$ cat src/rtl/leg_alu_pkg.sv
// Shared opcode, FSM-state and decode helpers for the LEG execute unit.
package leg_alu_pkg;

  localparam logic [3:0] OP_ADD  = 4'd0;
  localparam logic [3:0] OP_SUB  = 4'd1;
  localparam logic [3:0] OP_AND  = 4'd2;
  localparam logic [3:0] OP_OR   = 4'd3;
  localparam logic [3:0] OP_NOT  = 4'd4;
  localparam logic [3:0] OP_XOR  = 4'd5;
  localparam logic [3:0] OP_MUL  = 4'd8;
  localparam logic [3:0] OP_MULH = 4'd9;
  localparam logic [3:0] OP_DIV  = 4'd10;
  localparam logic [3:0] OP_MOD  = 4'd11;

  localparam logic [1:0] ST_IDLE = 2'd0;
  localparam logic [1:0] ST_BUSY = 2'd1;
  localparam logic [1:0] ST_DONE = 2'd2;

  function automatic logic is_legal(input logic [3:0] op);
    return (op <= OP_XOR) || ((op >= OP_MUL) && (op <= OP_MOD));
  endfunction

  function automatic logic is_iter(input logic [3:0] op);
    return op[3] && is_legal(op);
  endfunction

endpackage

$ cat src/rtl/leg_alu_iter.sv
// Iterative shift-add multiply / restoring divide datapath over a 2*WIDTH accumulator.
// hi/lo are the accumulator halves as they will be after the current step.
module leg_alu_iter
  import leg_alu_pkg::*;
#(
  parameter int WIDTH = 8
) (
  input  logic             clk,
  input  logic             rst,
  input  logic             start,
  input  logic             step,
  input  logic             mode,
  input  logic [WIDTH-1:0] a,
  input  logic [WIDTH-1:0] b,
  output logic [WIDTH-1:0] hi,
  output logic [WIDTH-1:0] lo
);

  logic [2*WIDTH-1:0] acc;
  logic [2*WIDTH-1:0] acc_mul;
  logic [2*WIDTH-1:0] acc_div;
  logic [2*WIDTH-1:0] acc_nxt;
  logic [WIDTH:0]     mul_sum;
  logic [WIDTH:0]     rem;
  logic [WIDTH-1:0]   diff;
  logic               rem_ge;

  // Multiplier sits in the low half and is consumed LSB-first while the product shifts in from the top.
  always_comb begin
    mul_sum = {1'b0, acc[2*WIDTH-1:WIDTH]} + (acc[0] ? {1'b0, b} : '0);
    acc_mul = {mul_sum, acc[WIDTH-1:1]};
  end

  // Partial remainder is one bit wider than WIDTH after the left shift; quotient bits fill from the right.
  always_comb begin
    rem     = acc[2*WIDTH-1:WIDTH-1];
    rem_ge  = (rem >= {1'b0, b});
    diff    = rem[WIDTH-1:0] - b;
    acc_div = rem_ge ? {diff, acc[WIDTH-2:0], 1'b1}
                     : {rem[WIDTH-1:0], acc[WIDTH-2:0], 1'b0};
  end

  assign acc_nxt = mode ? acc_div : acc_mul;
  assign hi      = acc_nxt[2*WIDTH-1:WIDTH];
  assign lo      = acc_nxt[WIDTH-1:0];

  always_ff @(posedge clk or negedge rst) begin
    if (!rst) begin
      acc <= '0;
    end else if (start) begin
      acc <= {{WIDTH{1'b0}}, a};
    end else if (step) begin
      acc <= acc_nxt;
    end
  end

endmodule

$ cat src/rtl/leg_alu_seq.sv
// LEG execute unit: 1-cycle logic/add ops, WIDTH+1-cycle MUL/MULH/DIV/MOD, registered result.
// Accepts only in IDLE; result and flags hold in DONE until out_ready.
module leg_alu_seq
  import leg_alu_pkg::*;
#(
  parameter int WIDTH = 8,
  localparam int CNT_W = $clog2(WIDTH) + 1
) (
  input  logic             clk,
  input  logic             rst,
  input  logic             in_valid,
  output logic             in_ready,
  input  logic [7:0]       opcode,
  input  logic [WIDTH-1:0] in_a,
  input  logic [WIDTH-1:0] in_b,
  output logic             out_valid,
  input  logic             out_ready,
  output logic [WIDTH-1:0] result,
  output logic             zero,
  output logic             div0,
  output logic             illegal
);

  logic [1:0]       state;
  logic [3:0]       op_q;
  logic [WIDTH-1:0] a_q;
  logic [WIDTH-1:0] b_q;
  logic [CNT_W-1:0] cnt;
  logic [3:0]       op_in;
  logic             accept;
  logic             b_zero;
  logic [WIDTH-1:0] alu_res;
  logic [WIDTH-1:0] iter_res;
  logic [WIDTH-1:0] step_hi;
  logic [WIDTH-1:0] step_lo;
  logic             unused_opcode_hi;

  // Upper opcode bits carry immediate flags for the decoder, not for us.
  assign unused_opcode_hi = ^opcode[7:4];
  assign op_in            = opcode[3:0];
  assign in_ready         = (state == ST_IDLE);
  assign out_valid        = (state == ST_DONE);
  assign accept           = in_valid && in_ready;
  assign b_zero           = (b_q == '0);

  always_comb begin
    alu_res = '0;
    case (op_in)
      OP_ADD:  alu_res = in_a + in_b;
      OP_SUB:  alu_res = in_a - in_b;
      OP_AND:  alu_res = in_a & in_b;
      OP_OR:   alu_res = in_a | in_b;
      OP_NOT:  alu_res = ~in_a;
      OP_XOR:  alu_res = in_a ^ in_b;
      default: alu_res = '0;
    endcase
  end

  // Divide by zero returns fixed values regardless of what the iteration produced.
  always_comb begin
    iter_res = '0;
    case (op_q)
      OP_MUL:  iter_res = step_lo;
      OP_MULH: iter_res = step_hi;
      OP_DIV:  iter_res = b_zero ? '1 : step_lo;
      OP_MOD:  iter_res = b_zero ? a_q : step_hi;
      default: iter_res = '0;
    endcase
  end

  leg_alu_iter #(.WIDTH(WIDTH)) u_iter (
    .clk   (clk),
    .rst   (rst),
    .start (accept && is_iter(op_in)),
    .step  (state == ST_BUSY),
    .mode  (op_q[1]),
    .a     (in_a),
    .b     (b_q),
    .hi    (step_hi),
    .lo    (step_lo)
  );

  always_ff @(posedge clk or negedge rst) begin
    if (!rst) begin
      state   <= ST_IDLE;
      op_q    <= '0;
      a_q     <= '0;
      b_q     <= '0;
      cnt     <= '0;
      result  <= '0;
      zero    <= 1'b0;
      div0    <= 1'b0;
      illegal <= 1'b0;
    end else begin
      case (state)
        ST_IDLE: begin
          if (in_valid) begin
            op_q <= op_in;
            a_q  <= in_a;
            b_q  <= in_b;
            if (is_iter(op_in)) begin
              state <= ST_BUSY;
              cnt   <= CNT_W'(WIDTH - 1);
            end else begin
              state   <= ST_DONE;
              result  <= alu_res;
              zero    <= (alu_res == '0);
              div0    <= 1'b0;
              illegal <= !is_legal(op_in);
            end
          end
        end
        ST_BUSY: begin
          if (cnt == '0) begin
            state   <= ST_DONE;
            result  <= iter_res;
            zero    <= (iter_res == '0);
            div0    <= op_q[1] && b_zero;
            illegal <= 1'b0;
          end else begin
            cnt <= cnt - 1'b1;
          end
        end
        ST_DONE: begin
          if (out_ready) state <= ST_IDLE;
        end
        default: state <= ST_IDLE;
      endcase
    end
  end

endmodule

$ cat config.mk
export PLATFORM = sky130hd
export DESIGN_NAME = leg_alu_seq
export DESIGN_NICKNAME = d
export VERILOG_FILES = /design/src/rtl/leg_alu_pkg.sv /design/src/rtl/leg_alu_iter.sv /design/src/rtl/leg_alu_seq.sv
export SDC_FILE = /design/constraint.sdc
export NUM_CORES = 1
export LEC_CHECK = 0
export ABC_AREA = 1
export BUFFER_PORTS_ARGS = -buffer_cell sky130_fd_sc_hd__buf_2
export CAP_MARGIN = 20
export CORE_ASPECT_RATIO = 1.75
export CORE_MARGIN = 4
export CORE_UTILIZATION = 30
export DETAILED_ROUTE_END_ITERATION = 7
export HOLD_SLACK_MARGIN = 0.12
export PLACE_DENSITY = 0.45
export SLEW_MARGIN = 20
export SYNTH_ARGS = -nofsm -noshare
export SYNTH_HDL_FRONTEND = slang
export SYNTH_SLANG_ARGS = --single-unit
$ cat constraint.sdc
create_clock -name clk -period 4 [get_ports clk]
set_input_delay 1 -clock clk [delete_from_list [all_inputs] [get_ports clk]]
set_output_delay 1 -clock clk [all_outputs]
set_load 0.01 [all_outputs]
==> flow_summary.yaml <==
drt:
  wl_per_cell_microns: 17.3
  viasPerCell: 5.03
  postRouteAntennaNets: 0
  num_vias: 4573
  firstDrtPassIters: 4
  first_iter_violations: 180
  finalWirelength_microns: 15700
  detail_route.drc_violations: 0
critical_path:
  critical_path_peak_fanout: 4
  crit_path_end_kind: "flip-flop"
  cp_slowest_stage_delay_ns: 0.38
  timing.critical_path.required_ns: 4.19
  worst-endpoint-arrival_ns: 3.57
  worst_setup_path_start_kind: "primary input"
  crit_type: "primary input to flip-flop"
  setup.reg_to_reg.worst_slack_ns: 1.38
  timing.critical_path.max_delay_family: "compound AO/OA/AOI/OAI gates"
  worst_path_max_delay_cell: "o41ai_1"
  regToRegStartpoint: "u_iter.acc[0]"
  cp-startpoint: "in_b[0]"
  critical_path.cell_chain: "buf_2 -> inv_1 -> ha_1 -> inv_1 -> o41ai_1 -> xor2_1 -> inv_1 -> ha_1 -> nand2_1 -> or2_2 -> nand3_1 -> a21oi_1 -> o21ai_1 -> nor2_1 -> a21oi_1 -> a21oi_2"
  critPathBufInv: 4
  crit_path_frequent_cell: "inv_1"
power_and_ir_drop:
  total_power_mw: 4.02
  comb_power_share: 0.645
  power.switching_fraction: 0.535
  cellPowerDensity_mw_per_mm2: 764
  power.sequential.fraction: 0.242
  vdd_ir_drop_max_v: 0.000346
  internal-power_mw: 1.87
  switchingPower_mw: 2.15
  power_share_of_the_clock_group: 0.113
  static-leakage-power_nw: 2.77
layout:
  finish.instance_area_sq_mm: 0.00526
  fin_nets: 794
  mostFrequentLayoutCells: "180 x nand2_1, 103 x inv_1, 57 x nand3_1"
  commonest_non_fill_non_tap_cell_in_the_layout: "nand2_1"
  final_util: 0.342
  antenna_cells_inserted: 0
  syn2layout_area_growth_pct: 12.0
  layoutNonFillerInstCount: 909
  drive_above_1_share: 0.127
floorplanning:
  placement_rows: 60
  die-area_sq_mm: 0.0178
  boundaryPins: 41
  core_sq_mm: 0.0154
  initial_utilization: 0.305
  chipHeight_microns: 174
  die_width_microns: 103
global_routing:
  grt_pass1_vias: 4762
  grt_antenna_before_repair: 0
  grt_pass1_wl_microns: 25100
  grt_max_degree: 34
  grt_usage: 0.185
  overflow: 0
placed_design:
  hpwl_after_dpl_microns: 13000
  dp.cells: 901
  placement.io_buffers: 36
  post_dp_cell_area_sq_mm: 0.00511
  finalWeightedCongestion: 0.917
  placement.setup.worst_slack_ns: 0.266
sta:
  totalNegativeSetupSlack_ns: 0
  final_max_slew_viol_count: 0
  timing.final.crit_period_ns: 3.38
  slew_headroom: 0.506
  achievable-frequency_ghz: 0.296
  tightestPinTransition_ns: 0.742
  finalHoldWorstSlack_ns: 0.485
  rsz0062_at_grt: "no"
  timing.clock.skew_ns: 0.00746
  setup_violations: 0
  timing.final.ws_setup_ns: 0.621
  period_share: 0.845
  hold_viol_final: 0
clock_tree:
  cts.hold.buffers_added: 0
  cts.htree.levels: 2
  cts_inserted_buffers: 5
  post_cts_resize_count: 0
  insertion_delay_ns: 0.30
  cts.clk_slew.worst_paths_ns: 0.08
  cts-root-to-sink-buffers: 2
  tritoncts_num_sinks: 53
  cts_setup_buffers: 0
  tritoncts: "yes"
  clock-root-buffer: "clkbuf_16"
worst_hold_path:
  hold_class: "flip-flop to flip-flop"
  min_from: "illegal"
outcome:
  outcome: "finished, final reports clean"
logic_synthesis:
  synth.net_count: 757
  synth.lib_cells_used.distinct: 44
  cell_count_after_synthesis: 685
  synthesis.area_sq_mm: 0.00470
  ys_warn_count: 0
  synth-seq-cells: 53
  synth-seq-area-share: 0.282
  synthesis.area_per_instance_sq_um: 6.86
job:
  max_cap_violations: 0
flip-flops by register name, summed over array words and instances (netlist names):
name and flops:
u_iter.acc 16, a_q 8, b_q 8, result 8
cnt 4, op_q 4, state 2, div0 1
illegal 1, zero 1
per-layer routing:
metal / track usage / routed length, microns / vias to the layer above
li1: - / - / 2310
met5: 0 / 0 / -
met1: 0.191 / 5880 / 2153
met3: 0.0121 / 234 / 35
met2: 0.355 / 8810 / 75
met4: 0.0909 / 815 / 0
Yosys cell counts (all sizes together):
cell type	instances	share of area
inv	113	0.090
a211oi	2	0.0032
nor3	8	0.017
nand4	14	0.019
o31ai	3	0.0048
a221oi	1	0.0019
nor3b	1	0.0016
o21a	1	0.0016
nand3b	7	0.011
nand3	59	0.065
a22oi	2	0.0032
dfrtp	53	0.28
o221ai	6	0.011
xor2	7	0.013
clkbuf	7	0.0059
fa	3	0.013
ha	41	0.11
a21o	2	0.0032
nor2	43	0.042
or2	8	0.011
buf	7	0.0072
a31oi	3	0.0053
o41ai	2	0.0037
xnor2	6	0.011
o21ai	64	0.068
nand2	188	0.16
o211ai	4	0.0064
a21oi	25	0.028
o22ai	5	0.0067
worst register-to-register path: cells and delay by family (launching register included):
kind / cells / cell delay, ns
compound gates: 2 / 0.33
fa+ha+maj: 2 / 0.56
buf+inv: 3 / 0.21
flops: 1 / 0.55
simple gates: 8 / 0.85
cell type report:
class                   instances  area, sq um
fillers                      1679        10100
flip-flops and latches         53         1330
clock buffers                   5          125
inverters                     113          424
clock inverters                 3         25.0
well taps                     186          233
multi-input cells             505         2890
repair buffers                 44          240
cell families (layout without fill, tap and decap cells):
| logic type | Yosys count | after routing | synth area share |
|---|---|---|---|
| simple gates | 328 | 328 | 0.321 |
| buf+inv | 127 | 165 | 0.103 |
| compound gates | 120 | 120 | 0.147 |
| flops | 53 | 53 | 0.282 |
| fa+ha+maj | 44 | 44 | 0.122 |
| xor+xnor | 13 | 13 | 0.0242 |
power groups by stage:
stage | clock network, mW | logic [mW] | registers (mW)
3_3_place_gp | 0 | 2.58 | 0.984
4_1_cts | 0.474 | 2.62 | 0.978
5_1_grt | 0.489 | 2.94 | 0.999
2_1_floorplan | 0 | 1.89 | 0.906
6_report | 0.455 | 2.59 | 0.973
3_5_place_dp | 0 | 2.61 | 0.986
path summary, 6_finish.rpt:
check                       endpoint  depth (start not counted)
setup / recovery                zero                         16
hold / removal               illegal                          2
setup reg to reg           result[5]                         15
hold reg to reg              illegal                          2
max in group asynchronous     b_q[5]                          2
min in group asynchronous  result[6]                          1
Power figures use the tool's default switching activity.
